<file path="src/rtl/updown_mod_counter_pkg.sv">
`default_nettype none
// ============================================================================
// Module   : updown_mod_counter_pkg
// Brief    : Direction encodings and modulus helper shared with timer blocks.
// Revision : 1.0 - initial release
// ============================================================================
package updown_mod_counter_pkg;

    typedef enum logic {
        DIR_DN = 1'b0,
        DIR_UP = 1'b1
    } dir_e;

    // Largest count representable in a counter of the given width.
    function automatic int max_for_width(input int width);
        return (1 << width) - 1;
    endfunction

endpackage : updown_mod_counter_pkg
`default_nettype wire

</file>
<file path="src/rtl/updown_mod_counter_if.sv">
`default_nettype none
// ============================================================================
// Module   : updown_mod_counter_if
// Brief    : Control and status bundle between a counter and its user.
// Revision : 1.0 - initial release
// ============================================================================
interface updown_mod_counter_if #(
    parameter int WIDTH = 4
);
    logic             en;
    logic             up;
    logic             load;
    logic [WIDTH-1:0] load_val;
    logic [WIDTH-1:0] q;
    logic             tc;
    logic             wrap;

    modport master (
        output en,
        output up,
        output load,
        output load_val,
        input  q,
        input  tc,
        input  wrap
    );

    modport slave (
        input  en,
        input  up,
        input  load,
        input  load_val,
        output q,
        output tc,
        output wrap
    );
endinterface : updown_mod_counter_if
`default_nettype wire

</file>
<file path="src/rtl/updown_mod_counter_inc_dec_unit.sv">
`default_nettype none
// ============================================================================
// Module   : inc_dec_unit
// Brief    : Combinational +/-1 ripple chain with direction-aware boundary flag.
// Revision : 1.0 - initial release
// ============================================================================
module inc_dec_unit
    import updown_mod_counter_pkg::*;
#(
    parameter int WIDTH = 4
) (
    input  wire logic [WIDTH-1:0] a,
    input  wire logic             up,
    input  wire logic [WIDTH-1:0] max_val,
    output logic      [WIDTH-1:0] next,
    output logic                  boundary
);

    logic [WIDTH-1:0] w_carry;

    assign w_carry[0] = 1'b1;

    // A bit toggles when every lower bit is 1 (increment) or 0 (decrement),
    // so one chain serves as both half-adder and half-subtractor.
    for (genvar i = 1; i < WIDTH; i++) begin : g_carry
        assign w_carry[i] = ((up == DIR_UP) ? a[i-1] : ~a[i-1]) & w_carry[i-1];
    end

    for (genvar i = 0; i < WIDTH; i++) begin : g_sum
        assign next[i] = a[i] ^ w_carry[i];
    end

    assign boundary = (up == DIR_UP) ? (a == max_val) : (a == '0);

endmodule : inc_dec_unit
`default_nettype wire

</file>
<file path="src/rtl/updown_mod_counter.sv">
`default_nettype none
// ============================================================================
// Module   : updown_mod_counter
// Brief    : Loadable up/down modulo-(MAX_VAL+1) counter with tc and wrap.
//            Define COUNTER_SATURATE_EN to hold at the boundary instead of wrap.
// Revision : 1.0 - initial release
// ============================================================================
module updown_mod_counter
    import updown_mod_counter_pkg::*;
#(
    parameter int WIDTH   = 4,
    parameter int MAX_VAL = max_for_width(WIDTH)
) (
    input  wire logic             clk,
    input  wire logic             rst,
    updown_mod_counter_if.slave   bus
);

    localparam logic [WIDTH-1:0] c_max_q = WIDTH'(MAX_VAL);

    logic [WIDTH-1:0] r_q;
    logic [WIDTH-1:0] w_q_next;
    logic [WIDTH-1:0] w_step;
    logic [WIDTH-1:0] w_load_clamped;
    logic             w_boundary;

    inc_dec_unit #(
        .WIDTH    (WIDTH)
    ) u_inc_dec (
        .a        (r_q),
        .up       (bus.up),
        .max_val  (c_max_q),
        .next     (w_step),
        .boundary (w_boundary)
    );

    // Loads above the modulus clamp so out-of-range states are unreachable.
    assign w_load_clamped = (bus.load_val > c_max_q) ? c_max_q : bus.load_val;

`ifdef COUNTER_SATURATE_EN
    always_comb begin
        w_q_next = r_q;
        if (bus.load) begin
            w_q_next = w_load_clamped;
        end else if (bus.en && !w_boundary) begin
            w_q_next = w_step;
        end
    end

    assign bus.wrap = 1'b0;
`else
    logic r_wrap;
    logic w_wrap_next;

    always_comb begin
        w_q_next    = r_q;
        w_wrap_next = 1'b0;
        if (bus.load) begin
            w_q_next = w_load_clamped;
        end else if (bus.en) begin
            if (w_boundary) begin
                w_q_next    = (bus.up == DIR_UP) ? '0 : c_max_q;
                w_wrap_next = 1'b1;
            end else begin
                w_q_next = w_step;
            end
        end
    end

    always_ff @(posedge clk) begin
        if (rst) begin
            r_wrap <= 1'b0;
        end else begin
            r_wrap <= w_wrap_next;
        end
    end

    assign bus.wrap = r_wrap;
`endif

    always_ff @(posedge clk) begin
        if (rst) begin
            r_q <= '0;
        end else begin
            r_q <= w_q_next;
        end
    end

    assign bus.q  = r_q;
    // Boundary flag of the current state doubles as terminal count.
    assign bus.tc = w_boundary;

endmodule : updown_mod_counter
`default_nettype wire

</file>
<file path="src/flat_wrapper.sv">
// flat-port wrapper written by rule: the top's interface ports become plain ports
module updown_mod_counter_flat import updown_mod_counter_pkg::*;
#(
    parameter int WIDTH   = 4,
    parameter int MAX_VAL = max_for_width(WIDTH)
)
  (clk, rst, bus_en, bus_up, bus_load, bus_load_val, bus_q, bus_tc, bus_wrap);
  updown_mod_counter_if #(.WIDTH(WIDTH)) bus_i ();
  input  wire logic clk;
  input  wire logic rst;
  input wire logic [$bits(bus_i.en)-1:0] bus_en;
  input wire logic [$bits(bus_i.up)-1:0] bus_up;
  input wire logic [$bits(bus_i.load)-1:0] bus_load;
  input wire logic [$bits(bus_i.load_val)-1:0] bus_load_val;
  output wire logic [$bits(bus_i.q)-1:0] bus_q;
  output wire logic [$bits(bus_i.tc)-1:0] bus_tc;
  output wire logic [$bits(bus_i.wrap)-1:0] bus_wrap;
  assign bus_i.en = bus_en;
  assign bus_i.up = bus_up;
  assign bus_i.load = bus_load;
  assign bus_i.load_val = bus_load_val;
  assign bus_q = bus_i.q;
  assign bus_tc = bus_i.tc;
  assign bus_wrap = bus_i.wrap;
  updown_mod_counter #(.WIDTH(WIDTH), .MAX_VAL(MAX_VAL)) u_core (.clk(clk), .rst(rst), .bus(bus_i));
endmodule
</file>
<file path="config.mk">
export PLATFORM = sky130hd
export DESIGN_NAME = updown_mod_counter_flat
export DESIGN_NICKNAME = d
export VERILOG_FILES = /design/src/rtl/updown_mod_counter_pkg.sv /design/src/rtl/updown_mod_counter_if.sv /design/src/rtl/updown_mod_counter_inc_dec_unit.sv /design/src/rtl/updown_mod_counter.sv /design/src/flat_wrapper.sv
export SDC_FILE = /design/constraint.sdc
export NUM_CORES = 1
export LEC_CHECK = 0
export ABC_CLOCK_PERIOD_IN_PS = 1300
export CAP_MARGIN = 20
export CELL_PAD_IN_SITES_DETAIL_PLACEMENT = 1
export CELL_PAD_IN_SITES_GLOBAL_PLACEMENT = 1
export CORE_AREA = 2 2 39 41
export CTS_CLUSTER_DIAMETER = 80
export DETAILED_ROUTE_END_ITERATION = 12
export DIE_AREA = 0 0 41 43
export GPL_ROUTABILITY_DRIVEN = 1
export GPL_TIMING_DRIVEN = 0
export PLACE_DENSITY = 0.7
export SLEW_MARGIN = 10
export SYNTH_ARGS = -nofsm -noshare
export SYNTH_HDL_FRONTEND = slang
export SYNTH_SLANG_ARGS = --single-unit
</file>
<file path="constraint.sdc">
create_clock -name clk -period 1.3 [get_ports clk]
set_input_delay 0.195 -clock clk [delete_from_list [all_inputs] [get_ports clk]]
set_output_delay 0.195 -clock clk [all_outputs]
set_load 0.02 [all_outputs]
</file>
==> results.tsv <==
stage	metric	value	unit
power	p_int	355.1	uW
clock_network	clk_latency	0.25	ns
synthesis	syn-num-nets	46	
sta	drv_slew	0	
final_layout	drive_above_1_share	28.57	%
flow_run	max-cap-violations	0	
sta	timing.final.crit_share	107.2	%
detailed_routing	wl	987	microns
floorplanning	die_w	41	microns
sta	tightest_slew	0.3630	ns
sta	setup_violations	1	
final_layout	area_growth	66.14	%
global_routing	grt_usage	14.31	%
sta	fin_ws	-0.09378	ns
floorplanning	ios	15	
critical_path	arrival	1.20	ns
power	powerDensity	975.3	nW/um^2
synthesis	syn_area	317.8	sq um
power	p_clk_share	36.4	%
final_layout	final_common_cell	dlygate4sd2_1	
placed_design	io_buffers	12	
sta	slew_headroom	75.80	%
critical_path	critPathLaunchType	register	
synthesis	yosys_warnings	0	
clock_network	cts_root_buf	clkbuf_4	
outcome	violations	negative setup slack	
detailed_routing	ant_nets	0	
power	power.net_switching	159.9	uW
synthesis	ys_seq_elements	5	
sta	hold_viol_final	0	
floorplanning	dieArea	1763	sq um
floorplanning	rows	14	
power	p_total	515.0	uW
floorplanning	coreArea	1384	sq um
clock_network	htreeDepth	1	
placed_design	gp_congestion	0.6647	
critical_path	path_max_fanout	5	
final_layout	nets	66	
detailed_routing	dr_wl_met2	472	microns
global_routing	antenna_found_initial	0	
detailed_routing	drc_errors	0	
detailed_routing	met1Wirelength	427	microns
sta	grt_setup_unrepaired	true	
clock_network	numCtsBuffers	3	
final_layout	fillers	173	
detailed_routing	met3RoutedLength	68	microns
clock_network	cts_hold_buf	0	
global_routing	grt_max_degree	11	
critical_path	worst_setup_path_end_kind	output pin	
outcome	status	finished, violations left	
power	power_frac_seq	36.4	%
floorplanning	fp.dieH	43	microns
clock_network	clock-sinks	5	
detailed_routing	vias_per_cell	5.236	
final_layout	diodes	0	
clock_network	clock_path_buffers	2	
synthesis	synth_cells	37	
floorplanning	start_util	22.97	%
synthesis	synth_ff_type	dfxtp_1	
power	leakage	0.2330	nW
min_path	hold_class	in -> reg	
detailed_routing	wl_per_cell	13.71	microns
detailed_routing	drt_iter0_drc	12	
synthesis	postSynthAreaPerCell	8.589	sq um
synthesis	synth-seq-area-share	31.50	%
placed_design	preCtsSetupSlack	-0.6957	ns
detailed_routing	vias	377	
power	ir_drop	337.0	uV
sta	fin_crit	1.394	ns
detailed_routing	dr.max_layer_used	met4	
clock_network	cts_tree	done	
power	p_comb_share	27.2	%
global_routing	grt_first_pass_wirelength	1580	microns
critical_path	required	1.11	ns
global_routing	grt_pass1_vias	357	
synthesis	synth_edf_count	0	
clock_network	clk_transition_reported_paths	0.04	ns
power	p_sw_share	31.05	%
global_routing	grt-ovfl-total	0	
synthesis	synthArstFlopShare	0	%
sta	timing.fmax	0.7175	GHz
detailed_routing	firstDrtPassIters	4	
critical_path	path_class	reg -> out	
sta	fin_skew	0.001711	ns
synthesis	ys_types	24	
final_layout	most-common-layout-cells	6 x dlygate4sd2_1, 5 x clkdlybuf4s50_1	
## what timing repair did
item / in CTS / in global routing
gates cloned: 0 / 0
endpoints found under the setup margin: 8 / 2
gates resized for setup: 15 / 3
buffers inserted: 1 / 2
pin swaps: 1 / 0
## critical path, stage by stage (launching register included)
cell and delay [ns]:
dfxtp_2 0.35, nor4_4 0.28, mux2_4 0.21, buf_6 0.11
## final timing paths
| check | from | endpoint | cells after the start | slack [ns] |
|---|---|---|---|---|
| worst max-delay path | u_core.bus.q[2] | bus_tc | 3 | -0.09 |
| worst min register to register | u_core.bus.q[2] | u_core.bus.q[2] | 2 | 0.63 |
| worst max register to register | u_core.bus.q[0] | u_core.bus.q[1] | 4 | 0.05 |
| worst min-delay path | bus_load | u_core.bus.q[0] | 3 | 0.27 |
## cells in the mapped netlist, types with 2 or more instances
master / number / area, sq um
dfxtp_1: 5 / 100.1
nor2_1: 3 / 11.26
a2111oi_2: 2 / 30.03
nor3_1: 2 / 10.01
and4_1: 2 / 17.52
nand2_1: 2 / 7.510
and3_1: 2 / 12.51
inv_1: 3 / 11.26
## area by class of cell
type	count	area, sq um	share of cell area (%)
inverters	3	11.26	2.133
repair buffers	15	136.4	25.83
plain buffers	2	8.758	1.659
well taps	16	20.02	3.791
flip-flops and latches	5	106.4	20.14
multi-input cells	27	219.0	41.47
clock buffers	4	26.28	4.976
## metal layers
layer | global-route usage, % | vias up
li1 | - | 179
met1 | 17.20 | 182
met2 | 18.44 | 14
met3 | 7.853 | 2
met4 | 10.00 | 0
met5 | 0 | -
## registers in the layout, summed over array words and instances (netlist names)
name	count
u_core.bus.q	4
u_core.bus.wrap	1
## power groups by stage
stage                     Sequential, mW  Clock, mW  Combinational (mW)
after CTS                          0.188      0.198               0.127
final                              0.187      0.187               0.140
after global routing               0.190      0.209               0.153
after detailed placement           0.187          0               0.131
after global placement             0.186          0               0.129
after floorplan                    0.197          0              0.0555
## logic make-up after synthesis
group / synth area share [%]
and+or+nand+nor: 29.14
buffers and inverters: 6.296
muxes: 3.543
xor gates and xnor gates: 5.513
DFF: 31.50
AOI/OAI and AO/OA: 24.01
## stage by stage
step,instance area [sq um],hold WS (ns),utilization (%),instances,setup TNS (ns)
2_1_floorplan,325.3,0.2567,-,37,0
4_1_cts,503.0,0.2698,36.35,70,-0.1422
3_3_place_gp,465.4,0.5333,33.63,65,-1.775
5_1_grt,528.0,0.2966,38.16,72,-0.1927
3_5_place_dp,465.4,0.5405,33.63,65,-1.823
6_report,528.0,0.2732,38.16,72,-0.09378
Power figures use the tool's default switching activity.
